==> src/rtl/bht_sat_ctr_table.sv <==
// Branch history table: DEPTH saturating counters with a registered predict port,
// an update port with write echo, and a post-reset init sweep. Define BHT_BYPASS_EN
// to forward a same-cycle update to a same-index prediction.
module bht_sat_ctr_table #(
  parameter int unsigned CTR_W = 2,
  parameter int unsigned IDX_W = 4
) (
  input  logic             i_clk,
  input  logic             i_reset,
  output logic             o_ready,
  input  logic             i_pred_valid,
  input  logic [IDX_W-1:0] i_pred_idx,
  output logic             o_pred_out_vld,
  output logic             o_pred_taken,
  output logic [CTR_W-1:0] o_pred_ctr,
  input  logic             i_upd_valid,
  input  logic [IDX_W-1:0] i_upd_idx,
  input  logic             i_upd_torf,
  output logic             o_wr_en,
  output logic [CTR_W-1:0] o_out_data
);

  localparam int unsigned      DEPTH    = 1 << IDX_W;
  localparam logic [CTR_W-1:0] CTR_MAX  = {CTR_W{1'b1}};
  localparam logic [CTR_W-1:0] CTR_WNT  = CTR_MAX >> 1;
  localparam logic [IDX_W-1:0] PTR_LAST = {IDX_W{1'b1}};

  typedef enum logic [0:0] {StInit, StRun} state_e;

  state_e           r_state, w_state_d;
  logic [IDX_W-1:0] r_ptr, w_ptr_d;
  logic [CTR_W-1:0] r_table [DEPTH];

  logic             r_ready;
  logic             r_pred_vld;
  logic [CTR_W-1:0] r_pred_ctr;
  logic             r_wr_en;
  logic [CTR_W-1:0] r_out_data;

  logic             w_run, w_pred_acc, w_upd_acc, w_tbl_we;
  logic [IDX_W-1:0] w_tbl_waddr;
  logic [CTR_W-1:0] w_tbl_wdata, w_upd_old, w_upd_new, w_pred_rd;

  always_comb begin
    w_state_d = r_state;
    w_ptr_d   = r_ptr;
    case (r_state)
      StInit: begin
        w_ptr_d = r_ptr + IDX_W'(1);
        if (r_ptr == PTR_LAST) w_state_d = StRun;
      end
      StRun:   w_state_d = StRun;
      default: w_state_d = StInit;
    endcase
  end

  assign w_run      = (r_state == StRun);
  assign w_pred_acc = w_run & i_pred_valid;
  assign w_upd_acc  = w_run & i_upd_valid;

  // Saturating step; never wraps in either direction.
  assign w_upd_old = r_table[i_upd_idx];
  always_comb begin
    w_upd_new = w_upd_old;
    if (i_upd_torf) begin
      if (w_upd_old != CTR_MAX) w_upd_new = w_upd_old + CTR_W'(1);
    end else begin
      if (w_upd_old != '0) w_upd_new = w_upd_old - CTR_W'(1);
    end
  end

  // Single write port shared by the init sweep and resolved-branch updates.
  assign w_tbl_we    = !w_run || w_upd_acc;
  assign w_tbl_waddr = w_run ? i_upd_idx : r_ptr;
  assign w_tbl_wdata = w_run ? w_upd_new : CTR_WNT;

  always_ff @(posedge i_clk) begin
    if (w_tbl_we) r_table[w_tbl_waddr] <= w_tbl_wdata;
  end

  always_comb begin
    w_pred_rd = r_table[i_pred_idx];
`ifdef BHT_BYPASS_EN
    if (w_upd_acc && (i_upd_idx == i_pred_idx)) w_pred_rd = w_upd_new;
`endif
  end

  always_ff @(posedge i_clk or negedge i_reset) begin
    if (!i_reset) begin
      r_state    <= StInit;
      r_ptr      <= '0;
      r_ready    <= 1'b0;
      r_pred_vld <= 1'b0;
      r_pred_ctr <= '0;
      r_wr_en    <= 1'b0;
      r_out_data <= '0;
    end else begin
      r_state    <= w_state_d;
      r_ptr      <= w_ptr_d;
      r_ready    <= (w_state_d == StRun);
      r_pred_vld <= w_pred_acc;
      if (w_pred_acc) r_pred_ctr <= w_pred_rd;
      r_wr_en    <= w_upd_acc;
      if (w_upd_acc) r_out_data <= w_upd_new;
    end
  end

  assign o_ready        = r_ready;
  assign o_pred_out_vld = r_pred_vld;
  assign o_pred_ctr     = r_pred_ctr;
  assign o_pred_taken   = r_pred_ctr[CTR_W-1];
  assign o_wr_en        = r_wr_en;
  assign o_out_data     = r_out_data;

endmodule

==> config.mk <==
export PLATFORM = sky130hd
export DESIGN_NAME = bht_sat_ctr_table
export DESIGN_NICKNAME = d
export VERILOG_FILES = /design/src/rtl/bht_sat_ctr_table.sv
export SDC_FILE = /design/constraint.sdc
export NUM_CORES = 1
export LEC_CHECK = 0
export ABC_AREA = 0
export CAP_MARGIN = 0
export CORE_MARGIN = 8
export CORE_UTILIZATION = 40
export DETAILED_ROUTE_END_ITERATION = 10
export PLACE_DENSITY = 0.66
export SYNTH_ARGS = -nofsm -noshare
export SYNTH_HDL_FRONTEND = slang
export SYNTH_SLANG_ARGS = --single-unit
==> constraint.sdc <==
create_clock -name i_clk -period 3.54 [get_ports i_clk]
set_clock_uncertainty 0.05 [all_clocks]
set_input_delay 0.708 -clock i_clk [delete_from_list [all_inputs] [get_ports i_clk]]
set_output_delay 0.708 -clock i_clk [all_outputs]
set_load 0.02 [all_outputs]
# [Word level (Yosys, flattened, before mapping)]
# Memory sizes are Yosys's and may differ from the RTL's. A register that Yosys moved wholly into a read port is not among the register bits.
# Index checks and enable logic that the tools add are counted.
[totals] regBits=9 mem_count=1 wordCells=27 ramBits=32
[mem_list] name="r_table" depth=16 word_bits=2 read_ports=2 rd_ports_with_merged_regs=1 wr=1 line="32" rtl="logic [CTR_W-1:0] r_table [DEPTH];"
[classes] addsub=3 n_eq_ne=2 reduce_logical=4 bitwise=3 mux=9
[op_table] op="2-bit 2-to-1 mux" count=4
[op_table] op="4-bit by 1-bit adder with 4-bit output (second input constant)" count=1
[op_table] op="4-bit equality test (second input constant)" count=1
[op_table] op="4-bit 2-to-1 mux" count=1
[op_table] op="1-bit 2-to-1 mux" count=3
[op_table] op="2-bit by 1-bit adder with 2-bit output (second input constant)" count=1
[op_table] op="1-bit AND" count=2
[op_table] op="1-bit logical NOT" count=2
[op_table] op="2-bit inequality test (second input constant)" count=1
[op_table] op="1-bit case mux with 2 select lines" count=1
[op_table] op="2-bit nonzero test" count=1
[op_table] op="2-bit by 1-bit subtractor with 2-bit output (second input constant)" count=1
[op_table] op="1-bit logical OR" count=1
[op_table] op="1-bit inverter" count=1

# [Logic depth before layout (Yosys ltp)]
# An unclocked memory read counts as a cell.
[logic_depth] word_depth=5 mapped_depth=7

# [Worst setup path before layout]
# No wires, ideal clock.
[synth_path] kind="input to register" from="input port i_upd_idx[1]" to="memory r_table[0][0] (data pin)" arrival_ns=2.077 path_stages=7 path_buffers=2 slack_ns=1.085 cell_sequence="buf_6 > buf_12 > mux2_1 > o221ai_2 > o22ai_2 > maj3_2 > nand2b_1"
[synth_between] elab_chain_cells=5
[synth_rtl] element="start, declared" line="17" rtl="input logic [IDX_W-1:0] i_upd_idx,"
[synth_rtl] element="memory 16 x 2 bit *"
[synth_rtl] element="2-bit by 1-bit subtractor with 2-bit output (tied with other cells)" line="68" rtl="if (w_upd_old != '0) w_upd_new = w_upd_old - CTR_W'(1);"
[synth_rtl] element="2-bit 2-to-1 mux, on equally long branches" line="68, 66"
[synth_rtl] element="2-bit 2-to-1 mux *" line="65" rtl="if (i_upd_torf) begin"
[synth_rtl] element="2-bit 2-to-1 mux *" line="75" rtl="assign w_tbl_wdata = w_run ? w_upd_new : CTR_WNT;"
[synth_rtl] element="named net w_tbl_wdata[0]" line="42" rtl="logic [CTR_W-1:0] w_tbl_wdata, w_upd_old, w_upd_new, w_pred_rd;"
[synth_rtl] element="end, declared" line="32"
# The timed path passes the listed nets; every way through them passes the cells marked *.

# [Worst setup path in the final report]
[layout_path] from="input port i_upd_idx[0]" to="memory r_table[9][0] (data pin)"
# The elaborated chain is that of the path after synthesis.

==> out/results.tsv <==
stage	metric	value	unit
floorplan	row_count	27	
logic_synthesis	netlist_area	2200	sq um
timing	grt_setup_unrepaired	false	
logic_synthesis	seq_area_frac_synth	56.1	%
power	leakagePower	0.885	nW
timing	relSlewSlack	54.4	%
timing	final-hold-violation-count	0	
global_route	antenna_found_initial	0	
worst_hold_path	hold_path.class	reg2reg	
logic_synthesis	postSynthCellCount	147	
logic_synthesis	synth_ff_type	edfxtp_1	
clock_network	cts_num_sinks	43	
floorplan	start_util	40.8	%
power	switching_share	23.6	%
logic_synthesis	yosys_warnings	0	
worst_hold_path	worstHoldStart	o_out_data[1]	
setup_path	rr_worst_depth	5	
cells_and_area	final_cell_mix	32 x edfxtp_1, 22 x nor2_1, 20 x clkdlybuf4s50_1	
timing	slew_viol_final	0	
placement	place_congestion	0.847	
cells_and_area	n_antenna_cell	0	
floorplan	die_w	90.2	um
setup_path	reg2reg_setup_slack	1230	ps
global_route	grt_pass1_wl	7750	um
logic_synthesis	synth_fp_nets	161	
cells_and_area	final_cell_area	2540	sq um
routing	vias_per_cell	5.51	
timing	worstMarginPinSlew	683	ps
cells_and_area	syn2layout_area_growth	15.3	%
flow_run	cap_viol_max_count	0	
routing	routed_wl	4720	um
routing	wl_per_cell	19.5	um
outcome	status	completed	
timing	fin_crit_sh	89.7	%
floorplan	die_h	90.2	um
cells_and_area	finalNonFillerCells	242	
logic_synthesis	syn_area_per_cell	15.0	sq um
clock_network	clock_path_buffers	2	
clock_network	cts.reportedPaths.clkPinSlew	70	ps
setup_path	path_max_fanout	16	
routing	vias	1334	
clock_network	root_buffer	clkbuf_8	
placement	dp.cells	234	
logic_synthesis	async_flop_share	25.6	%
power	power.switching	0.247	mW
setup_path	crit_arrival	3020	ps
clock_network	cts_buffers	5	
timing	worst_slack	366	ps
cells_and_area	final_nets	183	
worst_hold_path	holdPathEnd	o_out_data[1]	
setup_path	max_stage_delay	650	ps
power	combPwrFrac	15.1	%
timing	fmax	315	MHz
clock_network	cts_tree	done	
placement	dpl_worst_slack	57.9	ps
setup_path	r2r_end	r_table[8][1]	
floorplan	dieArea	8140	sq um
placement	portBuffers	20	
power	powerDensity	412	nW/um^2
clock_network	clk_latency	290	ps
cells_and_area	layout-drive-gt1-share	23.5	%
timing	min_period	3170	ps
clock_network	hold_buffers	0	
setup_path	critPathLaunchType	input pin	
floorplan	placeableCoreArea	5410	sq um
power	clock_power_share	30.0	%
routing	dr.pass1.iters	4	
power	seq_power_share	54.9	%
power	ir_drop	268	uV
setup_path	crit_path_cell_trace	clkdlybuf4s50_1, buf_4, mux4_2, nor2_1, o22ai_2, maj3_2, nand2b_1	
global_route	grt_pass1_vias	1436	
timing	final-setup-viol-count	0	
cells_and_area	layout_commonest_cell	edfxtp_1	
setup_path	crit_required	3380	ps
global_route	grt.overflow.total	0	
cells_and_area	nFillCells	493	
placement	place_area	2450	sq um
power	p_int	0.801	mW
power	power	1.05	mW
logic_synthesis	yosysUniqueCellTypes	41	
clock_network	cts_max_level	2	
floorplan	ioPinCount	21	
setup_path	path_class	in2reg	
placement	dpl.hpwl	3670	um
timing	setup_tns	0	ps
global_route	gr-usage-all-layers	12.3	%
global_route	grt_max_degree	26	
routing	drc	0	
logic_synthesis	ys_ff_latch	43	
worst_hold_path	hold_depth	1	
setup_path	crit_path_end_kind	flip-flop	
clock_network	post_cts.repair.setup_buffers	0	
setup_path	slowest_stage	clkdlybuf4s50_1	
routing	drt-initial-drc-count	100	
clock_network	cts_resized	0	
routing	ant_nets	0	
logic_synthesis	synth_edf_count	32	
setup_path	reg2reg_from	r_table[5][0]	
==> area by class of cell <==
cell class	count	area (sq um)	share of cell area (%)
Clock inverter	1	5.00	0.197
Sequential cell	43	1240	48.6
Multi-Input combinational cell	91	880	34.6
Inverter	4	15.0	0.591
Tap cell	72	90.1	3.54
Clock buffer	7	86.3	3.40
Timing Repair Buffer	24	230	9.06
==> metrics by stage <==
| step | utilization [%] | hold WS (ps) |
|---|---|---|
| after global placement | 45.3 | 451 |
| after CTS | 47.0 | 499 |
| final | 47.0 | 493 |
| after floorplan | - | 362 |
| after global routing | 47.0 | 522 |
| after detailed placement | 45.3 | 474 |
==> cell usage after synthesis (4+ instances only) <==
| library cell | number | share of area, % |
|---|---|---|
| mux2i_1 | 4 | 1.8 |
| nor2_1 | 22 | 3.7 |
| edfxtp_1 | 32 | 44 |
| a31oi_1 | 4 | 1.1 |
| mux2_1 | 4 | 2.0 |
| inv_1 | 4 | 0.68 |
| dfrtp_1 | 11 | 12 |
| mux4_2 | 13 | 13 |
| nand2_1 | 5 | 0.85 |
==> cell families after synthesis <==
kind of cell             synth area share (%)
XOR/XNOR                                 1.19
buffers and inverters                    4.03
AO/OA/AOI/OAI                            6.58
adder cells (fa/ha/maj)                  1.59
multiplexers                             21.2
AND/OR/NAND/NOR                          9.31
flip-flops                               56.1
==> state kept, by name, indices dropped and copies added (netlist names) <==
| register | cells |
|---|---|
| o_out_data | 2 |
| o_pred_out_vld | 1 |
| o_pred_ctr | 2 |
| o_wr_en | 1 |
| r_table | 32 |
| o_ready | 1 |
| r_ptr | 4 |
==> critical path: cells and delay by family <==
kind                       cells  cell delay, ps
AOI/OAI and AO/OA              1             100
adders and majority gates      1             300
buffers and inverters          2             860
muxes                          1             500
and+or+nand+nor                2             540
==> worst max path at each step <==
stage / slack (ps) / endpoint / cells after the start / start
global route: 240 / r_table[9][0] / 7 / i_upd_idx[0]
CTS: 370 / r_table[9][0] / 7 / i_upd_idx[0]
detailed placement: 60 / r_table[4][0] / 7 / i_upd_idx[0]
finish: 370 / r_table[9][0] / 7 / i_upd_idx[0]
floorplan: 1090 / r_table[0][0] / 7 / i_upd_idx[1]
global placement: 170 / r_table[4][0] / 7 / i_upd_idx[0]
==> routing by layer <==
layer | share of wire, % | wire, um | global-route usage, % | vias up
li1 | - | - | - | 612
met1 | 38 | 1780 | 13.7 | 684
met2 | 57 | 2670 | 22.5 | 34
met3 | 4.7 | 223 | 2.83 | 4
met4 | 0.87 | 41 | 4.30 | 0
met5 | 0 | 0 | 0 | -
==> power by group through the flow <==
stage	combinational (mW)	clock [mW]	sequential (mW)
after floorplan	0.0878	0	0.595
after global placement	0.156	0	0.585
after detailed placement	0.161	0	0.586
after CTS	0.161	0.322	0.576
after global routing	0.170	0.339	0.578
final	0.159	0.314	0.575
Power figures use the tool's default switching activity.
